File: config.mk
export PLATFORM = sky130hd
export DESIGN_NAME = sample_iterator_flat
export DESIGN_NICKNAME = d
export VERILOG_FILES = /design/src/rtl/sample_iterator_if.sv /design/src/rtl/sample_iterator.sv /design/src/flat_wrapper.sv
export SDC_FILE = /design/constraint.sdc
export NUM_CORES = 1
export LEC_CHECK = 0
export ABC_AREA = 1
export CORE_AREA = 5 5 277 279
export DETAILED_ROUTE_END_ITERATION = 8
export DIE_AREA = 0 0 282 284
export HOLD_SLACK_MARGIN = 0.06
export SYNTH_ARGS = -nofsm -noshare
export SYNTH_HDL_FRONTEND = slang
export SYNTH_SLANG_ARGS = --single-unit
export TNS_END_PERCENT = 5
File: constraint.sdc
create_clock -name clk -period 13.3 [get_ports clk]
set_input_delay 2.66 -clock clk [delete_from_list [all_inputs] [get_ports clk]]
set_output_delay 2.66 -clock clk [all_outputs]
set_load 0.01 [all_outputs]
File: src/rtl/sample_iterator_if.sv
// Bus between the bounding-box stage, the sample iterator and the sample test stage.
// The master drives the triangle, box and mode; the slave returns halt and the samples.
interface sample_iterator_if #(
    parameter int SIGFIG = 24,
    parameter int VERTS  = 3,
    parameter int AXIS   = 3,
    parameter int COLORS = 3
) ();
    logic [VERTS-1:0][AXIS-1:0][SIGFIG-1:0] tri_R13S;
    logic [COLORS-1:0][SIGFIG-1:0]          color_R13U;
    logic [1:0][1:0][SIGFIG-1:0]            box_R13S;
    logic                                   validTri_R13H;
    logic [3:0]                             subSample_RnnnnU;
    logic                                   halt_RnnnnH;
    logic [VERTS-1:0][AXIS-1:0][SIGFIG-1:0] tri_R14S;
    logic [COLORS-1:0][SIGFIG-1:0]          color_R14U;
    logic [1:0][SIGFIG-1:0]                 sample_R14S;
    logic                                   validSamp_R14H;

    modport master (
        output tri_R13S, color_R13U, box_R13S, validTri_R13H, subSample_RnnnnU,
        input  halt_RnnnnH, tri_R14S, color_R14U, sample_R14S, validSamp_R14H
    );

    modport slave (
        input  tri_R13S, color_R13U, box_R13S, validTri_R13H, subSample_RnnnnU,
        output halt_RnnnnH, tri_R14S, color_R14U, sample_R14S, validSamp_R14H
    );
endinterface

File: src/rtl/sample_iterator.sv
// Sample iterator: walks one triangle's bounding box in raster order (x fastest,
// then y ascending), emitting one sample location per cycle with the latched
// triangle and color. Upstream is held off via halt while a box is being walked.
module sample_iterator #(
    parameter int SIGFIG = 24,
    parameter int RADIX  = 10,
    parameter int VERTS  = 3,
    parameter int AXIS   = 3,
    parameter int COLORS = 3
) (
    input  logic              clk,
    input  logic              rst,
    sample_iterator_if.slave  bus
);

    typedef enum logic [0:0] {
        WAIT = 1'b0,
        TEST = 1'b1
    } state_t;

    // Grid spacing for the MSAA mode; anything that is not one-hot walks at 1x.
    function automatic logic [SIGFIG-1:0] step_for(input logic [3:0] mode);
        logic [SIGFIG-1:0] one;
        one = {{(SIGFIG-1){1'b0}}, 1'b1};
        case (mode)
            4'b1000: step_for = one << RADIX;
            4'b0100: step_for = one << (RADIX - 1);
            4'b0010: step_for = one << (RADIX - 2);
            4'b0001: step_for = one << (RADIX - 3);
            default: step_for = one << RADIX;
        endcase
    endfunction

    state_t                                 r_state;
    state_t                                 w_state_nxt;
    logic                                   r_valid;
    logic                                   w_valid_nxt;
    logic [1:0][SIGFIG-1:0]                 r_sample;
    logic [1:0][SIGFIG-1:0]                 w_sample_nxt;
    logic                                   w_load;
    logic [VERTS-1:0][AXIS-1:0][SIGFIG-1:0] r_tri;
    logic [COLORS-1:0][SIGFIG-1:0]          r_color;
    logic [SIGFIG-1:0]                      r_ll_x;
    logic [SIGFIG-1:0]                      r_ur_x;
    logic [SIGFIG-1:0]                      r_ur_y;
    logic [SIGFIG-1:0]                      r_step;

    // Next-state and next-sample logic: accept in WAIT, raster-step in TEST.
    always_comb begin
        w_state_nxt  = r_state;
        w_valid_nxt  = r_valid;
        w_sample_nxt = r_sample;
        w_load       = 1'b0;
        case (r_state)
            WAIT: begin
                if (bus.validTri_R13H) begin
                    w_load          = 1'b1;
                    w_state_nxt     = TEST;
                    w_valid_nxt     = 1'b1;
                    w_sample_nxt[0] = bus.box_R13S[0][0];
                    w_sample_nxt[1] = bus.box_R13S[0][1];
                end else begin
                    w_valid_nxt = 1'b0;
                end
            end
            TEST: begin
                // Termination is exact equality with the upper-right corner only.
                if (r_sample[0] != r_ur_x) begin
                    w_sample_nxt[0] = r_sample[0] + r_step;
                end else if (r_sample[1] != r_ur_y) begin
                    w_sample_nxt[0] = r_ll_x;
                    w_sample_nxt[1] = r_sample[1] + r_step;
                end else begin
                    w_valid_nxt = 1'b0;
                    w_state_nxt = WAIT;
                end
            end
            default: begin
                w_state_nxt = WAIT;
                w_valid_nxt = 1'b0;
            end
        endcase
    end

    // State, sample and latched-triangle registers; reset aborts any walk in progress.
    always_ff @(posedge clk or posedge rst) begin
        if (rst) begin
            r_state  <= WAIT;
            r_valid  <= 1'b0;
            r_sample <= '0;
            r_tri    <= '0;
            r_color  <= '0;
            r_ll_x   <= '0;
            r_ur_x   <= '0;
            r_ur_y   <= '0;
            r_step   <= '0;
        end else begin
            r_state  <= w_state_nxt;
            r_valid  <= w_valid_nxt;
            r_sample <= w_sample_nxt;
            if (w_load) begin
                r_tri   <= bus.tri_R13S;
                r_color <= bus.color_R13U;
                r_ll_x  <= bus.box_R13S[0][0];
                r_ur_x  <= bus.box_R13S[1][0];
                r_ur_y  <= bus.box_R13S[1][1];
                r_step  <= step_for(bus.subSample_RnnnnU);
            end
        end
    end

    assign bus.halt_RnnnnH    = (r_state == TEST);
    assign bus.validSamp_R14H = r_valid;
    assign bus.sample_R14S    = r_sample;
    assign bus.tri_R14S       = r_tri;
    assign bus.color_R14U     = r_color;

endmodule

File: src/flat_wrapper.sv
// flat-port wrapper written by rule: the top's interface ports become plain ports
module sample_iterator_flat 
#(
    parameter int SIGFIG = 24,
    parameter int RADIX  = 10,
    parameter int VERTS  = 3,
    parameter int AXIS   = 3,
    parameter int COLORS = 3
)
  (clk, rst, bus_tri_R13S, bus_color_R13U, bus_box_R13S, bus_validTri_R13H, bus_subSample_RnnnnU, bus_halt_RnnnnH, bus_tri_R14S, bus_color_R14U, bus_sample_R14S, bus_validSamp_R14H);
  sample_iterator_if #(.SIGFIG(SIGFIG), .VERTS(VERTS), .AXIS(AXIS), .COLORS(COLORS)) bus_i ();
  input  logic clk;
  input  logic rst;
  input wire logic [$bits(bus_i.tri_R13S)-1:0] bus_tri_R13S;
  input wire logic [$bits(bus_i.color_R13U)-1:0] bus_color_R13U;
  input wire logic [$bits(bus_i.box_R13S)-1:0] bus_box_R13S;
  input wire logic [$bits(bus_i.validTri_R13H)-1:0] bus_validTri_R13H;
  input wire logic [$bits(bus_i.subSample_RnnnnU)-1:0] bus_subSample_RnnnnU;
  output wire logic [$bits(bus_i.halt_RnnnnH)-1:0] bus_halt_RnnnnH;
  output wire logic [$bits(bus_i.tri_R14S)-1:0] bus_tri_R14S;
  output wire logic [$bits(bus_i.color_R14U)-1:0] bus_color_R14U;
  output wire logic [$bits(bus_i.sample_R14S)-1:0] bus_sample_R14S;
  output wire logic [$bits(bus_i.validSamp_R14H)-1:0] bus_validSamp_R14H;
  assign bus_i.tri_R13S = bus_tri_R13S;
  assign bus_i.color_R13U = bus_color_R13U;
  assign bus_i.box_R13S = bus_box_R13S;
  assign bus_i.validTri_R13H = bus_validTri_R13H;
  assign bus_i.subSample_RnnnnU = bus_subSample_RnnnnU;
  assign bus_halt_RnnnnH = bus_i.halt_RnnnnH;
  assign bus_tri_R14S = bus_i.tri_R14S;
  assign bus_color_R14U = bus_i.color_R14U;
  assign bus_sample_R14S = bus_i.sample_R14S;
  assign bus_validSamp_R14H = bus_i.validSamp_R14H;
  sample_iterator #(.SIGFIG(SIGFIG), .RADIX(RADIX), .VERTS(VERTS), .AXIS(AXIS), .COLORS(COLORS)) u_core (.clk(clk), .rst(rst), .bus(bus_i));
endmodule
==> results.sh <==
export IMPL_core_area_mm2=0.07395
export IMPL_path_clk_slew_ps=60
export IMPL_dp_final_hpwl_mm=53.76
export IMPL_first_pass_grt_wire_length_mm=108.8
export IMPL_flip_flop_and_latch_area_mm2=0.01036
export IMPL_post_route_drc=0
export IMPL_finish_net_count=3403
export IMPL_async_reset_ff_frac=1.000
export IMPL_cts_resized=0
export IMPL_critical_path_required_ps=13800
export IMPL_slew_headroom=0.3555
export IMPL_netlist_cell_type_count=32
export IMPL_cts_hold_buf=0
export IMPL_syn_avg_cell_area_um2=7.865
export IMPL_critical_path_start_type="input pin"
export IMPL_top_area_cell_type_share_of_the_netlist_area=0.5685
export IMPL_sequential_share_of_the_synthesized_area=0.5685
export IMPL_clockRootBuffer="sky130_fd_sc_hd__clkbuf_16"
export IMPL_layout_drive_gt1_share=0.04208
export IMPL_worst_path_dominant_cell_family="buffers and inverters"
export IMPL_min_period_over_period=0.3936
export IMPL_cts_htree_levels=2
export IMPL_min_path_type="flip-flop to flip-flop"
export IMPL_die_width_um=282
export IMPL_clock_sinks=414
export IMPL_globalRouteTotalUtil=0.1759
export IMPL_synth_edff_count=0
export IMPL_timing_critical_path_cells="clkdlybuf4s50_1 > nand2_4 > inv_8 > buf_4 > buf_12 > nand2_1 > nand2_1"
export IMPL_fin_skew_ps=23.72
export IMPL_tightestPinTransition_ps=966.7
export IMPL_buffer_ports_inserted=728
export IMPL_outcome="finished, final reports clean"
export IMPL_dr_first_iter_drc_count=991
export IMPL_critPathArrivalTime_ps=5740
export IMPL_core_rowCount=100
export IMPL_path_max_fanout=157
export IMPL_cp_num_buf_inv=4
export IMPL_worst_path_most_repeated_cell="sky130_fd_sc_hd__nand2_1"
export IMPL_wl_per_cell_um=18.23
export IMPL_chipHeight_um=284
export IMPL_tritoncts="done"
export IMPL_post_drt_via_cell_ratio=4.247
export IMPL_cts_buffers=49
export IMPL_first_global_vias=17080
export IMPL_yosys_most_used_dff="sky130_fd_sc_hd__dfrtp_1"
export IMPL_hold_violations=0
export IMPL_synth_area_leaders="sky130_fd_sc_hd__dfrtp_1 57%, sky130_fd_sc_hd__nand2_1 29%, sky130_fd_sc_hd__nand3_1 2.6%"
export IMPL_setup_viol=0
export IMPL_yosysWarningCount=0
export IMPL_ctsLongestPathBuffers=3
export IMPL_die_area_mm2=0.08009
export IMPL_area_delta_synth_final_pct=54.35
export IMPL_dr_total_vias=17080
export IMPL_total_leakage_power_nw=14.26
export IMPL_floorplan_io_pins=729
export IMPL_postCtsSetupBuffers=0
export IMPL_initial_utilization=0.2464
export IMPL_worst_skew_pair_late_latency_ps=580
export IMPL_globalRouteOverflowTotal=0
export IMPL_endpoint_kind="flip-flop"
export IMPL_final_max_slew_violation_count=0
export IMPL_synth_nets=2718
export IMPL_gp_congestion=0.9041
export IMPL_synth_seq_cells=414
export IMPL_cp_slowest_cell="sky130_fd_sc_hd__buf_4"
export IMPL_fmaxAchievable_ghz=0.1910
export IMPL_setup_repair_after_global_routing_missed_its_margin="no"
export IMPL_period_needed_ps=5235
export IMPL_maxCapViolCount=0
export IMPL_number_of_antenna_violations_at_the_first_check_in_global_routing=24
export IMPL_drt_first_pass_iters=5
export IMPL_p_per_area_mw_per_mm2=101.0
export IMPL_post_synth_inst_count=2317
export IMPL_final_tns_setup_ps=0
export IMPL_layout_cells_most_common_list="1392 x sky130_fd_sc_hd__nand2_1, 728 x sky130_fd_sc_hd__clkdlybuf4s50_1, 413 x sky130_fd_sc_hd__dfrtp_1"
export IMPL_layout_cells_most_common="sky130_fd_sc_hd__nand2_1"
export IMPL_detail_route_antenna_nets=0
export IMPL_critPathKind="input pin to flip-flop"
export IMPL_grt_start_max_net_pins=158
export IMPL_max_stage_delay_ps=670
export IMPL_final_fill_count=7594
export IMPL_largest_area_contributor_in_the_synthesized_netlist="sky130_fd_sc_hd__dfrtp_1"
export IMPL_synthesis_area_mm2=0.01822
export IMPL_routed_wl_mm=73.32
export IMPL_vdd_ir_drop_max_uv=79.34
export IMPL_multi_input_area_mm2=0.007023
export IMPL_design_power_total_mw=2.841
-- cells by family (layout without fill, tap and decap cells) --
kind of cell,count (synthesis),after routing,share of synthesized area
xor gates and xnor gates,33,33,0.01586
AOI/OAI and AO/OA,68,68,0.01936
other,0,11,0
adders and majority gates,10,10,0.007690
and+or+nand+nor,1586,1586,0.3421
buffers and inverters,206,931,0.04655
DFF,414,414,0.5685
-- cells in the mapped netlist, types with 2 or more instances --
master / number
sky130_fd_sc_hd__a21oi_1: 4
sky130_fd_sc_hd__and2_1: 2
sky130_fd_sc_hd__buf_1: 13
sky130_fd_sc_hd__buf_2: 30
sky130_fd_sc_hd__buf_4: 4
sky130_fd_sc_hd__buf_6: 3
sky130_fd_sc_hd__clkbuf_1: 58
sky130_fd_sc_hd__dfrtp_1: 414
sky130_fd_sc_hd__fa_1: 2
sky130_fd_sc_hd__ha_1: 8
sky130_fd_sc_hd__inv_1: 88
sky130_fd_sc_hd__inv_2: 10
sky130_fd_sc_hd__nand2_1: 1393
sky130_fd_sc_hd__nand2_4: 4
sky130_fd_sc_hd__nand3_1: 93
sky130_fd_sc_hd__nand3_4: 2
sky130_fd_sc_hd__nand3b_1: 2
sky130_fd_sc_hd__nand4_1: 22
sky130_fd_sc_hd__nor2_1: 49
sky130_fd_sc_hd__nor2_2: 4
sky130_fd_sc_hd__nor3_1: 8
sky130_fd_sc_hd__o21ai_0: 59
sky130_fd_sc_hd__or2_2: 5
sky130_fd_sc_hd__xnor2_1: 12
sky130_fd_sc_hd__xor2_1: 21
-- final cells by class --
class	instances	share of cell area
Sequential cell	414	0.3684
Timing Repair Buffer	742	0.2637
Multi-Input combinational cell	1697	0.2497
Clock buffer	61	0.04768
Tap cell	969	0.04310
Inverter	98	0.01348
Clock inverter	30	0.01303
Antenna cell	11	0.0009786
-- tightest hold or removal path, cell delays in order (launching register included) --
cell and delay [ps]:
sky130_fd_sc_hd__dfrtp_1 340, sky130_fd_sc_hd__nand2_1 50, sky130_fd_sc_hd__nand2_1 50
-- through the flow --
step / utilization / instance area (um^2) / hold WS [ps] / instances / setup slack, ps
finish: 0.3804 / 28130 / 474.9 / 4022 / 8065
global route: 0.3803 / 28120 / 486.0 / 4018 / 7873
CTS: 0.3800 / 28100 / 479.9 / 4011 / 8123
detailed placement: 0.3569 / 26390 / 463.5 / 3920 / 7520
global placement: 0.3569 / 26390 / 460.4 / 3920 / 7571
floorplan: - / 18230 / 449.2 / 2317 / 5058
-- worst paths after layout --
check                                               start                        end  slack (ps)  depth (start not counted)
worst max-delay path                    bus_validTri_R13H    u_core.bus.tri_R14S[83]        8060                          7
worst min-delay path            u_core.bus.color_R14U[44]  u_core.bus.color_R14U[44]         470                          2
worst max register to register     u_core.bus.halt_RnnnnH    u_core.bus.tri_R14S[83]        9040                          9
worst min register to register  u_core.bus.color_R14U[44]  u_core.bus.color_R14U[44]         470                          2
max in group asynchronous                             rst     u_core.bus.halt_RnnnnH        8440                          4
min in group asynchronous                             rst  u_core.bus.color_R14U[27]        2620                          2
-- power breakdown --
part | switching, mW | total, mW | leakage (nW) | internal (mW)
Clock | 0.577 | 1.43 | 0.829 | 0.856
Sequential | 0 | 1.26 | 5.45 | 1.26
Combinational | 0.0477 | 0.148 | 7.98 | 0.101
Total | 0.625 | 2.84 | 14.3 | 2.22
-- registers in the layout, summed over array words and instances, names as in the netlist, 4 cells and up --
| signal | count |
|---|---|
| u_core.r_ur_x | 24 |
| u_core.bus.sample_R14S | 48 |
| u_core.bus.color_R14U | 72 |
| u_core.r_ll_x | 24 |
| u_core.r_step | 4 |
| u_core.r_ur_y | 24 |
| u_core.bus.tri_R14S | 216 |
-- metal layers --
layer / up-vias / track usage / share of wire
met5: - / 0 / 0.0028
met4: 28 / 0.05581 / 0.033
met3: 152 / 0.06121 / 0.086
met2: 578 / 0.2899 / 0.48
met1: 7853 / 0.2164 / 0.40
li1: 8469 / - / -
(Power assumes the default switching activity.)
==> variant 1 (same settings) <==
`VERTS` is set to 3 in 3 places; all go to 2.
--- a/src/rtl/sample_iterator_if.sv
+++ b/src/rtl/sample_iterator_if.sv
@@ -2,7 +2,7 @@
 // The master drives the triangle, box and mode; the slave returns halt and the samples.
 interface sample_iterator_if #(
     parameter int SIGFIG = 24,
-    parameter int VERTS  = 3,
+    parameter int VERTS  = 2,
     parameter int AXIS   = 3,
     parameter int COLORS = 3
 ) ();
--- a/src/rtl/sample_iterator.sv
+++ b/src/rtl/sample_iterator.sv
@@ -4,7 +4,7 @@
 module sample_iterator #(
     parameter int SIGFIG = 24,
     parameter int RADIX  = 10,
-    parameter int VERTS  = 3,
+    parameter int VERTS  = 2,
     parameter int AXIS   = 3,
     parameter int COLORS = 3
 ) (
--- a/src/flat_wrapper.sv
+++ b/src/flat_wrapper.sv
@@ -3,7 +3,7 @@
 #(
     parameter int SIGFIG = 24,
     parameter int RADIX  = 10,
-    parameter int VERTS  = 3,
+    parameter int VERTS  = 2,
     parameter int AXIS   = 3,
     parameter int COLORS = 3
 )
Interface: changed (resized bus_tri_R13S and bus_tri_R14S); port bits go from 729 to 585. The function was not compared with the original's and may differ.
==> variant 1 against the unedited design <==
  * Largest power group unchanged
  * Total power fell by 13%
  * Synthesized cell count shrank 14%
  * First-iteration DRC count shrank 17%
  * Worst setup slack worse by 83 ps
  * Critical endpoint is now u_core.bus.tri_R14S[109]
  * Final area fell by 16%
  * Wire length down 21%
  * Synthesized area shrank 15%
  * Sequential cell count shrank 72
==> variant 1: results (changes against the unedited design) <==
\begin{tabular}{lr}
\hline
Metric & Value \\
\hline
\multicolumn{2}{l}{\textbf{Placement}} \\
Final estimated routing congestion in global placement & 0.805 (-11\%) \\
Post-DP HPWL & 41.6 mm (-23\%) \\
Placed Instances & 3456 (-12\%) \\
Port bufs & 584 (-20\%) \\
\multicolumn{2}{l}{\textbf{Hold path}} \\
Worst min-delay path startpoint & u\_core.bus.color\_R14U[15] \\
Hold crit path type & reg2reg \\
\multicolumn{2}{l}{\textbf{Synthesis}} \\
Distinct cells, synth & 31 (-3.1\%) \\
Part of the Yosys area used for sequential elements & 55.5\% (-1.3 points) \\
Cell types occupying the most area after synthesis & dfrtp\_1 (56\%), nand2\_1 (28\%), nand3\_1 (2.8\%) \\
Post-Synthesis Cells & 1986 (-14\%) \\
Nets in the synthesized netlist & 2315 (-15\%) \\
Most numerous cell types in the synthesized netlist & nand2\_1 (1152), dfrtp\_1 (342), inv\_1 (105) \\
Share of synthesized flip-flops with an asynchronous set or reset & 100\% (unchanged) \\
\multicolumn{2}{l}{\textbf{Clock tree}} \\
Post-CTS setup buffer count & 0 (unchanged) \\
Clock latency on the worst-skew pair & 550 ps (-30 ps) \\
Total CTS buffers & 44 (-10\%) \\
Max Root-Sink Buffers & 3 (unchanged) \\
\multicolumn{2}{l}{\textbf{Power}} \\
Leakage & 12.0 nW (-16\%) \\
Worst-case vdd ir drop & 0.0795 mV (+0.20\%) \\
\multicolumn{2}{l}{\textbf{Route}} \\
Number of iterations in the first detailed-routing pass & 6 (+1) \\
Starting DRC count in detailed routing & 825 (-17\%) \\
Routed length per placed instance & 16.4 um (-9.8\%) \\
Post-DR vias/cell & 4.07 (-4.3\%) \\
Routed wire length & 58.2 mm (-21\%) \\
\multicolumn{2}{l}{\textbf{Timing}} \\
Actual transition at the worst max-transition pin & 1000 ps (+38.2 ps) \\
Final Skew & 12.8 ps (-10.9 ps) \\
Hold slack & 475 ps (-0.151 ps) \\
Number of pins with negative max-slew slack in the final report & 0 (unchanged) \\
\multicolumn{2}{l}{\textbf{Worst setup path}} \\
Worst setup slack for register-to-register paths & 9700 ps (+660 ps) \\
Slowest stage delay, CP & 840 ps (+170 ps) \\
Worst-path fanout max & 141 (-10\%) \\
Worst endpoint data arrival time & 5800 ps (+60 ps) \\
\multicolumn{2}{l}{\textbf{Status}} \\
Run status & finished, final reports clean \\
\multicolumn{2}{l}{\textbf{Final layout}} \\
Largest register FFs & 144 (-33\%) \\
NumNets Final & 2862 (-16\%) \\
Fraction of final layout cells with drive strength greater than 1 & 4.01\% (-0.20 points) \\
\# fillers & 7729 (+1.8\%) \\
\multicolumn{2}{l}{\textbf{Global routing}} \\
Largest net degree at the start of global routing & 142 (-10\%) \\
Initial antenna violation count & 8 (-67\%) \\
Combined global-route utilization of all metal layers & 14.1\% (-3.5 points) \\
First-pass GRT wire length & 88.2 mm (-19\%) \\
Vias in the first global route & 14186 (-17\%) \\
\hline
\end{tabular}
-- variant 1: cell types whose count changed after synthesis, sizes merged, moves of 5 or more --
cell / delta
nand2: -242
o21ai: -10
o22ai: +7
buf: -5
clkbuf: -10
xor2: +8
nor2: +9
nand4: -13
xnor2: -7
inv: +11
nand3: -6
dfrtp: -72
-- variant 1: cell type report --
| type | count | area share, % |
|---|---|---|
| flip-flops and latches | 342 | 36.0 |
| multi-input cells | 1442 | 25.4 |
| repair buffers | 594 | 25.0 |
| clock buffers | 59 | 5.34 |
| well taps | 969 | 5.10 |
| inverters | 109 | 1.79 |
| clock inverters | 21 | 1.26 |
| diodes | 4 | 0.0421 |
-- variant 1: power breakdown --
part	leakage [nW]	total, mW	internal [mW]	switching [mW]
clock	0.768	1.30	0.805	0.491
combinational	6.88	0.126	0.0837	0.0421
sequential	4.36	1.04	1.04	0.000712
-- variant 1: cell families (layout without fill, tap and decap cells) --
family / after synthesis / count (layout) / synth area share (%)
other: 0 / 4 / 0
flip-flops: 342 / 342 / 55.5
AND/OR/NAND/NOR: 1328 / 1328 / 33.9
adder cells (fa/ha/maj): 10 / 10 / 0.909
buffers and inverters: 202 / 783 / 5.33
XOR/XNOR: 34 / 34 / 1.93
AO/OA/AOI/OAI: 70 / 70 / 2.43
-- variant 1: per-layer routing --
layer  wire length (um)  part of all wire (%)  up-vias  GRT usage [%]
met4               1650                   2.8        2           4.26
met1              24100                    41     6680           17.6
li1                   -                     -     7152              -
met2              28100                    48      462           23.4
met5                 13                 0.022        -              0
met3               4340                   7.5       98           4.29
-- variant 1: worst paths after layout --
check                                             to  cells after the start
max in group asynchronous     u_core.bus.halt_RnnnnH                      4
setup reg to reg            u_core.bus.tri_R14S[109]                      7
min in group asynchronous    u_core.bus.tri_R14S[99]                      2
setup / recovery            u_core.bus.tri_R14S[109]                      6
hold / removal             u_core.bus.color_R14U[15]                      2
hold reg to reg            u_core.bus.color_R14U[15]                      2
-- variant 1: worst register-to-register path: cells and delay by family, from the launching register on --
kind,cells,cell delay (ps)
buf+inv,4,2380
simple gates,3,750
flops,1,390
-- variant 1: stage by stage --
| step | worst slack [ps] | area (sq um) | utilization, % |
|---|---|---|---|
| finish | 7980 | 23800 | 32.1 |
| global route | 7690 | 23700 | 32.1 |
| CTS | 7970 | 23700 | 32.1 |
| detailed placement | 7360 | 22200 | 30.0 |
| global placement | 7280 | 22200 | 30.0 |
| floorplan | 1160 | 15400 | - |
==> variant 2 (config.mk and constraints unchanged) <==
Made on the original files. Take the reset off `r_sample` and load it in a clocked block of its own.
--- a/src/rtl/sample_iterator.sv
+++ b/src/rtl/sample_iterator.sv
@@ -87,7 +87,6 @@
         if (rst) begin
             r_state  <= WAIT;
             r_valid  <= 1'b0;
-            r_sample <= '0;
             r_tri    <= '0;
             r_color  <= '0;
             r_ll_x   <= '0;
@@ -97,7 +96,6 @@
         end else begin
             r_state  <= w_state_nxt;
             r_valid  <= w_valid_nxt;
-            r_sample <= w_sample_nxt;
             if (w_load) begin
                 r_tri   <= bus.tri_R13S;
                 r_color <= bus.color_R13U;
@@ -109,6 +107,10 @@
         end
     end
 
+    always_ff @(posedge clk) begin
+        r_sample <= w_sample_nxt;
+    end
+
     assign bus.halt_RnnnnH    = (r_state == TEST);
     assign bus.validSamp_R14H = r_valid;
     assign bus.sample_R14S    = r_sample;
Check against the original RTL: not equivalent (a bounded check fails within 4 cycles, from zero or initial values and one cycle with rst high).
==> variant 2 against the unedited design <==
  * Count of clock-buffer cells in the layout rose by 12
  * Worst setup slack worse by 680 ps
  * Final area down 1.7%
  * Final cell count decreased by 3.3%
  * Synthesized area decreased by 1.7%
  * Total power shrank 1.5%
  * Die area unchanged
  * First-iteration DRC count is 14% higher
  * Non-clock buffer count decreased by 3
  * Sequential cell count is the same
  * Via count decreased by 5.0%
  * Critical path type unchanged
  * Wire length shrank 3.9%
  * Largest power group unchanged
==> variant 2: results (changes against the unedited design) <==
\begin{tabular}{lr}
\hline
Metric & Value \\
\hline
\multicolumn{2}{l}{\textbf{Synthesis}} \\
Post-synthesis share of cell area spent on xor and xnor gates & 1.42\% (-0.17 points) \\
Post-Synthesis Cells & 2180 (-5.9\%) \\
Nets in the synthesized netlist & 2581 (-5.0\%) \\
Post-synthesis compound-gate area fraction & 2.68\% (+0.75 points) \\
Distinct cells, synth & 30 (-6.3\%) \\
Cell types occupying the most area after synthesis & dfrtp\_1 (51\%), nand2\_1 (27\%), edfxtp\_1 (8.0\%) \\
Part of the Yosys area used for sequential elements & 59.2\% (+2.3 points) \\
Most numerous cell types in the synthesized netlist & nand2\_1 (1265), dfrtp\_1 (366), inv\_1 (118) \\
Number of enable-type register cells in the synthesized netlist & 48 (+48) \\
Share of synthesized flip-flops with an asynchronous set or reset & 88.4\% (-12 points) \\
Synthesized-area fraction occupied by adder cells & 0.782\% (+0.013 points) \\
\multicolumn{2}{l}{\textbf{Status}} \\
Run status & finished, final reports clean \\
\multicolumn{2}{l}{\textbf{Global routing}} \\
Initial antenna violation count & 15 (-38\%) \\
First-pass GRT wire length & 104 mm (-4.5\%) \\
Combined global-route utilization of all metal layers & 16.9\% (-0.73 points) \\
Met2 usage in global routing & 27.5\% (-1.5 points) \\
GR met1 Demand/Resource & 21.5\% (-0.14 points) \\
Vias in the first global route & 16385 (-4.1\%) \\
Met3 usage & 4.90\% (-1.2 points) \\
\multicolumn{2}{l}{\textbf{Route}} \\
Post-DR vias/cell & 4.17 (-1.8\%) \\
Routed wire length & 70.5 mm (-3.9\%) \\
Starting DRC count in detailed routing & 1129 (+14\%) \\
\multicolumn{2}{l}{\textbf{Hold path}} \\
Hold crit path type & reg2reg \\
\multicolumn{2}{l}{\textbf{Placement}} \\
Post-DP HPWL & 51.8 mm (-3.7\%) \\
Placed Area & 26000 sq um (-1.4\%) \\
Final estimated routing congestion in global placement & 0.887 (-1.9\%) \\
Placed Instances & 3794 (-3.2\%) \\
\multicolumn{2}{l}{\textbf{Timing}} \\
Final Skew & 30.8 ps (+7.09 ps) \\
Max transition margin & 25.9\% (-9.6 points) \\
\multicolumn{2}{l}{\textbf{Worst setup path}} \\
Slowest-stage cell, CP & inv\_8 \\
Slowest stage delay, CP & 860 ps (+190 ps) \\
\multicolumn{2}{l}{\textbf{Power}} \\
Worst-case vdd ir drop & 0.0778 mV (-2.0\%) \\
Internal power of the cells & 2.19 mW (-1.2\%) \\
Leakage & 13.7 nW (-3.8\%) \\
\multicolumn{2}{l}{\textbf{Final layout}} \\
NumNets Final & 3278 (-3.7\%) \\
Register area & 10600 sq um (+2.3\%) \\
Fraction of final layout cells with drive strength greater than 1 & 3.50\% (-0.71 points) \\
Number of standard cells in the final layout excluding fillers & 3890 (-3.3\%) \\
\multicolumn{2}{l}{\textbf{Clock tree}} \\
Total CTS buffers & 50 (+2.0\%) \\
\hline
\end{tabular}
## variant 2: cell types whose count changed in the layout (fill, tap and decap cells not counted), moves of 7 or more
cell      change
nand2_1     -128
dfrtp_1      -48
edfxtp_1     +48
nand3_1      -36
inv_1        +30
nand4_1      -16
clkbuf_1     +15
nor2_1       +14
o21ai_0      +11
o22ai_1       +7
## variant 2: final cells by class
type,count,area share [%]
well taps,969,4.39
repair buffers,739,26.7
clock buffers,73,4.95
inverters,128,1.79
multi-input cells,1544,22.9
flip-flops and latches,414,38.4
clock inverters,17,0.874
diodes,6,0.0543
## variant 2: worst paths after layout
kind                                               from                   endpoint  slack [ps]  cells past startpoint
max in group asynchronous                           rst    u_core.bus.tri_R14S[41]        8580                      4
worst max register to register   u_core.bus.halt_RnnnnH  u_core.bus.color_R14U[30]        8740                      7
worst min-delay path            u_core.bus.tri_R14S[88]    u_core.bus.tri_R14S[88]         470                      2
min in group asynchronous                           rst   u_core.bus.tri_R14S[171]        2610                      2
worst max-delay path                  bus_validTri_R13H  u_core.bus.color_R14U[30]        7380                      7
worst min register to register  u_core.bus.tri_R14S[88]    u_core.bus.tri_R14S[88]         470                      2
## variant 2: power groups by stage
stage	combinational [mW]	sequential, mW	clock, mW
2_1_floorplan	0.0175	1.30	0
3_3_place_gp	0.150	1.30	0
3_5_place_dp	0.149	1.30	0
4_1_cts	0.150	1.28	1.42
5_1_grt	0.159	1.28	1.47
6_report	0.147	1.28	1.37
## variant 2: routing by layer
metal,vias up,share of wire [%],routed length (um)
met3,120,7.6,5370
met5,-,0.078,55
met1,7461,42,29400
met4,8,3.0,2140
li1,8046,-,-
met2,585,48,33500
## variant 2: worst min-delay path: stages (launching register included)
cell and delay (ps):
dfrtp_1 330, nand2_1 50, nand2_1 50
